--- config.mk ---
export PLATFORM = sky130hd
export DESIGN_NAME = fetch_stage
export DESIGN_NICKNAME = d
export VERILOG_FILES = /design/src/rtl/fetch_stage.sv
export SDC_FILE = /design/constraint.sdc
export NUM_CORES = 1
export LEC_CHECK = 0
export CAP_MARGIN = 30
export CORE_AREA = 2 2 143 145
export CTS_CLUSTER_DIAMETER = 200
export CTS_CLUSTER_SIZE = 24
export DETAILED_ROUTE_END_ITERATION = 8
export DIE_AREA = 0 0 145 147
export PLACE_DENSITY_LB_ADDON = 0.08
export SETUP_SLACK_MARGIN = 0.3
export SLEW_MARGIN = 20
export SYNTH_ARGS = -nofsm -noshare
export SYNTH_HDL_FRONTEND = slang
export SYNTH_SLANG_ARGS = --single-unit
--- constraint.sdc ---
create_clock -name clk -period 11.1 [get_ports clk]
set_clock_uncertainty 0.15 [all_clocks]
set_input_delay 2.775 -clock clk [delete_from_list [all_inputs] [get_ports clk]]
set_output_delay 2.775 -clock clk [all_outputs]
set_load 0.005 [all_outputs]
--- src/rtl/fetch_stage.sv ---
// ---------------------------------------------------------------------------
// fetch_stage
//
// Instruction-fetch stage feeding the control/decode unit. Owns the program
// counter, drives a combinational byte-addressed big-endian instruction
// memory, and registers each fetched word with its PC into the IF/ID holding
// register. Handles stalls, branch/jump redirects (including a redirect that
// arrives while stalled), bubble injection via flush, and sticky fetch faults.
//
// Ports:
//   clk             in   rising-edge clock
//   reset           in   asynchronous active-high reset
//   stall           in   hold PC and IF/ID this cycle
//   flush           in   load a bubble into IF/ID at the next edge
//   redirect_valid  in   next PC is redirect_target
//   redirect_target in   redirect destination byte address [31:0]
//   imem_addr       out  current PC to instruction memory [31:0]
//   imem_rdata      in   instruction word at imem_addr (combinational) [31:0]
//   if_id_instr     out  registered instruction to decode [31:0]
//   if_id_pc        out  PC of if_id_instr [31:0]
//   if_id_pc_plus4  out  if_id_pc + 4 [31:0]
//   if_id_valid     out  if_id_instr is a real instruction, not a bubble
//   fault           out  sticky fetch-fault flag
//   fault_pc        out  PC that caused the fault [31:0]
//   fetch_count     out  instructions accepted into IF/ID [31:0]
//   dbg_state       out  FSM state (0=RUN, 1=HOLD, 2=FAULT) [1:0]
//
// Handshake: there is no valid/ready pair here. Decode consumes IF/ID every
// cycle it is valid; back-pressure is expressed by stall, which freezes both
// the PC and IF/ID. flush overrides stall for IF/ID contents only.
// ---------------------------------------------------------------------------
module fetch_stage #(
  parameter logic [31:0] RESET_PC   = 32'h0000_0000,
  parameter int          IMEM_BYTES = 512
) (
  input  logic        clk,
  input  logic        reset,
  input  logic        stall,
  input  logic        flush,
  input  logic        redirect_valid,
  input  logic [31:0] redirect_target,
  output logic [31:0] imem_addr,
  input  logic [31:0] imem_rdata,
  output logic [31:0] if_id_instr,
  output logic [31:0] if_id_pc,
  output logic [31:0] if_id_pc_plus4,
  output logic        if_id_valid,
  output logic        fault,
  output logic [31:0] fault_pc,
  output logic [31:0] fetch_count,
  output logic [1:0]  dbg_state
);

  typedef enum logic [1:0] {
    ST_RUN   = 2'd0,
    ST_HOLD  = 2'd1,
    ST_FAULT = 2'd2
  } state_t;

  localparam logic [31:0] LAST_PC = 32'(IMEM_BYTES - 4);

  state_t      r_state,   w_state;
  logic [31:0] r_pc,      w_pc;
  logic [31:0] r_instr,   w_instr;
  logic [31:0] r_ifpc,    w_ifpc;
  logic [31:0] r_ifpc4,   w_ifpc4;
  logic        r_valid,   w_valid;
  logic        r_fault,   w_fault;
  logic [31:0] r_fpc,     w_fpc;
  logic [31:0] r_count,   w_count;
  logic [31:0] r_pending, w_pending;

  logic        w_fetch_bad;
  logic [31:0] w_pc_plus4;

  assign w_pc_plus4  = r_pc + 32'd4;
  assign w_fetch_bad = (r_pc[1:0] != 2'b00) || (r_pc > LAST_PC);

  always_ff @(posedge clk or posedge reset) begin
    if (reset) begin
      r_state   <= ST_RUN;
      r_pc      <= RESET_PC;
      r_instr   <= 32'd0;
      r_ifpc    <= 32'd0;
      r_ifpc4   <= 32'd0;
      r_valid   <= 1'b0;
      r_fault   <= 1'b0;
      r_fpc     <= 32'd0;
      r_count   <= 32'd0;
      r_pending <= 32'd0;
    end else begin
      r_state   <= w_state;
      r_pc      <= w_pc;
      r_instr   <= w_instr;
      r_ifpc    <= w_ifpc;
      r_ifpc4   <= w_ifpc4;
      r_valid   <= w_valid;
      r_fault   <= w_fault;
      r_fpc     <= w_fpc;
      r_count   <= w_count;
      r_pending <= w_pending;
    end
  end

  always_comb begin
    w_state   = r_state;
    w_pc      = r_pc;
    w_instr   = r_instr;
    w_ifpc    = r_ifpc;
    w_ifpc4   = r_ifpc4;
    w_valid   = r_valid;
    w_fault   = r_fault;
    w_fpc     = r_fpc;
    w_count   = r_count;
    w_pending = r_pending;

    if (r_state != ST_FAULT) begin
      if (!stall && w_fetch_bad) begin
        // Bad fetch address: freeze with a bubble in IF/ID until reset.
        w_fault = 1'b1;
        w_fpc   = r_pc;
        w_instr = 32'd0;
        w_ifpc  = 32'd0;
        w_ifpc4 = 32'd0;
        w_valid = 1'b0;
        w_state = ST_FAULT;
      end else begin
        if (stall) begin
          // Remember the latest redirect seen while stalled; the word at the
          // current PC (delay slot) still has to be fetched first.
          if (redirect_valid) begin
            w_pending = redirect_target;
            w_state   = ST_HOLD;
          end
        end else begin
          w_instr = imem_rdata;
          w_ifpc  = r_pc;
          w_ifpc4 = w_pc_plus4;
          w_valid = 1'b1;
          if (!flush) begin
            w_count = r_count + 32'd1;
          end
          // A same-cycle redirect beats one captured during the stall.
          if (redirect_valid) begin
            w_pc = redirect_target;
          end else if (r_state == ST_HOLD) begin
            w_pc = r_pending;
          end else begin
            w_pc = w_pc_plus4;
          end
          w_state = ST_RUN;
        end
        // flush wins over both stall and a normal fetch for IF/ID contents.
        if (flush) begin
          w_instr = 32'd0;
          w_ifpc  = 32'd0;
          w_ifpc4 = 32'd0;
          w_valid = 1'b0;
        end
      end
    end
  end

  assign imem_addr      = r_pc;
  assign if_id_instr    = r_instr;
  assign if_id_pc       = r_ifpc;
  assign if_id_pc_plus4 = r_ifpc4;
  assign if_id_valid    = r_valid;
  assign fault          = r_fault;
  assign fault_pc       = r_fpc;
  assign fetch_count    = r_count;
  assign dbg_state      = r_state;

endmodule

==> results.sh <==
export IMPL_combPwrFrac=0.061
export IMPL_htreeDepth=1
export IMPL_synth_xor_area_frac=0.0367
export IMPL_synth_compound_area_frac=0.108
export IMPL_period_share=0.445
export IMPL_syn_cell_area_um2=9310
export IMPL_synth_edf_count=0
export IMPL_critical_path_class="input port to register"
export IMPL_fin_util=0.635
export IMPL_die_y_um=147
export IMPL_maxCapViolCount=0
export IMPL_die_x_um=145
export IMPL_synth_top_family_by_area="simple AND/OR/NAND/NOR gates"
export IMPL_grt_max_degree=96
export IMPL_synth_fp_nets=841
export IMPL_drive_gt1_frac=0.110
export IMPL_drtIter0Drc=349
export IMPL_drc=0
export IMPL_totalWireLength_um=23900
export IMPL_std_cell_rows=52
export IMPL_cts_setup_buffers=0
export IMPL_seq_area_um2=5660
export IMPL_fmax_mhz=203
export IMPL_ctsRootBufferMaster="clkbuf_16"
export IMPL_clk_transition_reported_paths_ns=0.09
export IMPL_async_reset_ff_frac=1.00
export IMPL_finalHoldViolations=0
export IMPL_synth_main_ff_cell="dfrtp_1"
export IMPL_grt_pass1_vias=6775
export IMPL_multi_input_area_um2=3440
export IMPL_wire_per_inst_um=18.6
export IMPL_leakagePower_nw=5.56
export IMPL_diodes=0
export IMPL_status="finished, final reports clean"
export IMPL_synthMuxAreaShare=0.0762
export IMPL_antenna_found_initial=0
export IMPL_vias=6970
export IMPL_grt_usage=0.220
export IMPL_core_area_um2=19800
export IMPL_finalSetupViolCount=0
export IMPL_power_density_nw_per_um2=113
export IMPL_cts_sinks=226
export IMPL_timing_hold_ws_ns=0.331
export IMPL_ys_seq_area_frac=0.608
export IMPL_pwr_share_clk=0.335
export IMPL_dp_hpwl_um=16500
export IMPL_nNetsFinal=1083
export IMPL_place_congestion=0.776
export IMPL_via_per_inst=5.44
export IMPL_ant_nets=0
export IMPL_fin_setup_tns_ns=0
export IMPL_rsz0062_at_grt="false"
export IMPL_p_switching_uw=314
export IMPL_ys_types=50
export IMPL_period_needed_ns=4.94
export IMPL_yosys_warnings=0
export IMPL_cp_end_kind="register"
export IMPL_syn_inst=770
export IMPL_grt_overflow_total=0
export IMPL_drt_pass1_iterations=5
export IMPL_numCtsBuffers=13
export IMPL_synthSimpleGateAreaFrac=0.141
export IMPL_worstMarginPinSlew_ns=0.913
export IMPL_clock_path_buffers=3
export IMPL_cts_resized=0
export IMPL_worstHoldPathType="register to register"
export IMPL_grt_pass1_wl_um=38200
export IMPL_dpl_cell_area_um2=12200
export IMPL_portBuffers=264
export IMPL_fin_area_um2=12600
export IMPL_start_util=0.469
export IMPL_avgSynthCellArea_um2=12.1
export IMPL_hold_buffers=0
export IMPL_ir_drop_mv=0.103
export IMPL_p_int_mw=1.11
export IMPL_insertion_delay_ns=0.48
export IMPL_start_kind="input port"
export IMPL_synth_adder_area_share=0.00269
export IMPL_swShare=0.220
export IMPL_required_ns=11.30
export IMPL_total_power_mw=1.43
export IMPL_slew_headroom=0.391
export IMPL_slew_violations=0
export IMPL_share_seq_of_total_power=0.604
export IMPL_die_area_um2=21300
export IMPL_cts_tree="yes"
export IMPL_ios=265
export IMPL_cp_arrival_ns=5.13
export IMPL_synthToLayoutAreaGrowth_pct=35.3
export IMPL_nFillCells=1606
export IMPL_ys_ff_latch=226
export IMPL_cp_max_fo=49
==> layout by cell type (no fill, tap or decap), types with 13 or more instances in the layout <==
cell type        synthesis  final
dfrtp_1                226    226
xnor2_1                 34     34
clkbuf_16                0     13
nor2_1                  35     35
nand2_1                 50     50
clkdlybuf4s50_1          0    263
a22o_1                  42     42
nand4_1                 23     23
and2_1                  50     50
a21oi_1                 13     13
o21ai_0                 39     39
nand3_1                 23     23
mux2_2                  63     63
==> registers in the layout (all words and copies together), names as in the netlist <==
| name | flops |
|---|---|
| dbg_state | 2 |
| fault | 1 |
| fault_pc | 32 |
| fetch_count | 32 |
| if_id_instr | 32 |
| if_id_pc | 32 |
| if_id_pc_plus4 | 30 |
| if_id_valid | 1 |
| imem_addr | 32 |
| r_pending | 32 |
==> through the flow <==
step,setup WS (ns),cells
final,6.16,1281
after CTS,6.21,1280
after detailed placement,5.72,1266
after floorplan,1.98,770
after global routing,6.06,1281
after global placement,5.76,1263
==> synthesized netlist by cell type (5+ instances only) <==
| cell | n | area (um2) |
|---|---|---|
| clkbuf_1 | 28 | 105 |
| a31o_2 | 6 | 52.6 |
| nand3_1 | 23 | 115 |
| nand2b_1 | 7 | 43.8 |
| a31oi_1 | 8 | 50.1 |
| a22o_1 | 42 | 368 |
| a21o_1 | 5 | 37.5 |
| mux2_2 | 63 | 709 |
| dfrtp_1 | 226 | 5660 |
| nand2_1 | 50 | 188 |
| and2_1 | 50 | 313 |
| nor2_1 | 35 | 131 |
| nor3_1 | 9 | 45.0 |
| and4_1 | 5 | 43.8 |
| xor2_1 | 5 | 43.8 |
| inv_1 | 10 | 37.5 |
| xnor2_1 | 34 | 298 |
| nand4_1 | 23 | 144 |
| buf_4 | 6 | 45.0 |
| a21oi_1 | 13 | 65.1 |
| o21bai_1 | 8 | 60.1 |
| o21ai_0 | 39 | 195 |
| and3_1 | 9 | 56.3 |
| buf_2 | 12 | 60.1 |
| nor4_1 | 8 | 50.1 |
==> power groups by stage <==
stage / logic [mW] / clock network (mW) / registers (mW)
after global placement: 0.0847 / 0 / 0.876
after detailed placement: 0.0885 / 0 / 0.877
after CTS: 0.0886 / 0.497 / 0.861
after floorplan: 0.0416 / 0 / 0.874
after global routing: 0.0959 / 0.522 / 0.865
final: 0.0869 / 0.477 / 0.861
==> critical path, cell delays in order <==
cell	delay (ns)
buf_2	0.69
inv_1	0.55
nor3_2	0.27
buf_4	0.43
mux2_2	0.39
==> area by class of cell <==
| type | count | area share |
|---|---|---|
| flip-flops and latches | 226 | 0.449 |
| clock inverters | 1 | 0.00129 |
| inverters | 10 | 0.00358 |
| multi-input cells | 487 | 0.273 |
| well taps | 270 | 0.0268 |
| repair buffers | 274 | 0.220 |
| clock buffers | 13 | 0.0258 |
==> kinds of logic after synthesis <==
kind of cell / count (synthesis)
simple gates: 238
fa+ha+maj: 2
xor+xnor: 39
buf+inv: 57
mux: 63
compound gates: 145
flops: 226
==> path summary, 6_finish.rpt <==
check,from,end,cells past startpoint,slack (ns)
worst max-delay path,redirect_valid,r_pending[4],5,6.16
worst min-delay path,fault,fault,1,0.33
worst max register to register,imem_addr[19],fault_pc[18],5,8.12
worst min register to register,fault,fault,1,0.33
max in group asynchronous,reset,if_id_pc_plus4[10],5,6.61
min in group asynchronous,reset,if_id_instr[7],2,2.58
==> routing by layer <==
layer  part of all wire  global-route usage  vias to the layer above
met3              0.060              0.0422                       25
li1                   -                   -                     3210
met4              0.015              0.0495                        0
met5                  0                   0                        -
met1               0.46               0.317                     3504
met2               0.47               0.350                      231
Power figures use the tool's default switching activity.
==> edit: new RTL, same flow settings <==
Put one more register stage on the output `fault_pc`, with the module's reset. The value now appears one clock later. The other outputs are not delayed to match.
--- a/src/rtl/fetch_stage.sv
+++ b/src/rtl/fetch_stage.sv
@@ -169,3 +169,9 @@
   assign fault          = r_fault;
-  assign fault_pc       = r_fpc;
+  always_ff @(posedge clk or posedge reset) begin
+    if (reset) begin
+      fault_pc <= '0;
+    end else begin
+      fault_pc <= r_fpc;
+    end
+  end
   assign fetch_count    = r_count;
Behaviour: not the same (Yosys sat finds a counterexample within 4 cycles, from zero or initial values and one cycle with reset high).
==> edit against the original RTL <==
- sequential cell count up 32
- non-clock buffer count up 1
- cell area up 6.7%
- area after synthesis up 9.1%
- sequential share of layout area up 3.2 points
- worst setup slack worse by 0.046 ns
- wire length up 5.5%
Power is not compared: it rests on default switching activity, and its combinational part moved more than twofold at a synthesized area within 25%.
==> edit: results (changes against the original RTL) <==
| Metric | Value |
|---|---|
| Outcome | complete, no violations |
| Area after DPL | 13000 um2 (+6.1%) |
| Sequential area share after synthesis | 63.6% (+2.8 points) |
| Filler cell count | 1521 (-5.3%) |
| CP peak stage delay | 0.66 ns (-0.03 ns) |
| CP startpoint | flush |
| DP Worst Slack | 5.13 ns (-0.588 ns) |
| Vias per cell | 5.55 (+1.9%) |
| GRT met2 Usage | 37.6% (+2.6 points) |
| RR Endpoint | r_fpc[24] |
| Final #Nets | 1102 (+1.8%) |
| Max FO, Critical Path | 11 (-78%) |
| Reg-to-reg startpoint | imem_addr[24] |
| Crit path DAT | 5.24 ns (+0.11 ns) |
| Dpl hpwl | 16.8 mm (+1.8%) |
| First-pass GRT wire length | 40.2 mm (+5.3%) |
| Fmax | 201 MHz (-0.92%) |
| Synthesis Warnings | 0 (unchanged) |
| Routed WL | 25.2 mm (+5.5%) |
| Synth unique cells | 52 (+4.0%) |
| GR Layer Usage met1 | 32.7% (+1.0 points) |
| WHS Endpoint | fault_pc[26] |
| Initial drt markers | 445 (+28%) |
| R2r setup slk | 7.50 ns (-0.62 ns) |
| Hold Crit Depth | 0 (-1) |
| Syn_nets | 863 (+2.6%) |
| Synth area leaders | dfrtp_1 64%, mux2_2 7.1%, a22o_1 4.1% |
| Max-Slew Margin vs Limit | 39.2% (+0.077 points) |
| CP max-delay cell | clkdlybuf4s50_1 |
| GPL Wtd Cong | 0.797 (+2.7%) |
| Share of layout cells above drive strength 1 | 11.3% (+0.27 points) |
| Top cells by count, synth | 258 x dfrtp_1, 64 x mux2_2, 49 x and2_1 |
| Dpl cells | 1282 (+1.3%) |
| Hold Path Origin | r_fpc[26] |
| Hold slack | 0.226 ns (-0.105 ns) |
| Syn_area_per_cell | 12.8 um2 (+6.1%) |
| Inserted Clock Buffers | 14 (+1) |
| Total track usage | 23.4% (+1.4 points) |
| Crit path max-delay family | simple AND/OR/NAND/NOR gates |
## edit: changes by cell type in the layout (fill, tap and decap cells not counted), moves of 5 or more
cell,before,now
o21ai_0,39,19
nor3_1,8,20
xor2_1,5,26
nand2_1,50,35
a22o_1,42,47
or4_1,1,8
a21oi_1,13,21
xnor2_1,34,12
dfrtp_1,226,258
nand4_1,23,16
nand3_1,23,17
## edit: area by class of cell
class / instances / area share, %
clock buffer: 15 / 2.79
clock inverter: 1 / 0.0652
inverter: 13 / 0.419
timing repair buffer: 275 / 20.6
tap: 270 / 2.52
sequential: 258 / 48.1
multi-input combinational: 469 / 25.5
## edit: logic make-up (layout without fill, tap and decap cells)
family                     count (synthesis)  after routing  synth area share [%]
DFF                                      258            258                  63.6
adders and majority gates                  2              2                 0.246
muxes                                     66             66                  7.29
buffers and inverters                     65            304                  2.98
xor gates and xnor gates                  38             38                  3.28
and+or+nand+nor                          226            226                  12.7
AOI/OAI and AO/OA                        137            137                  9.94
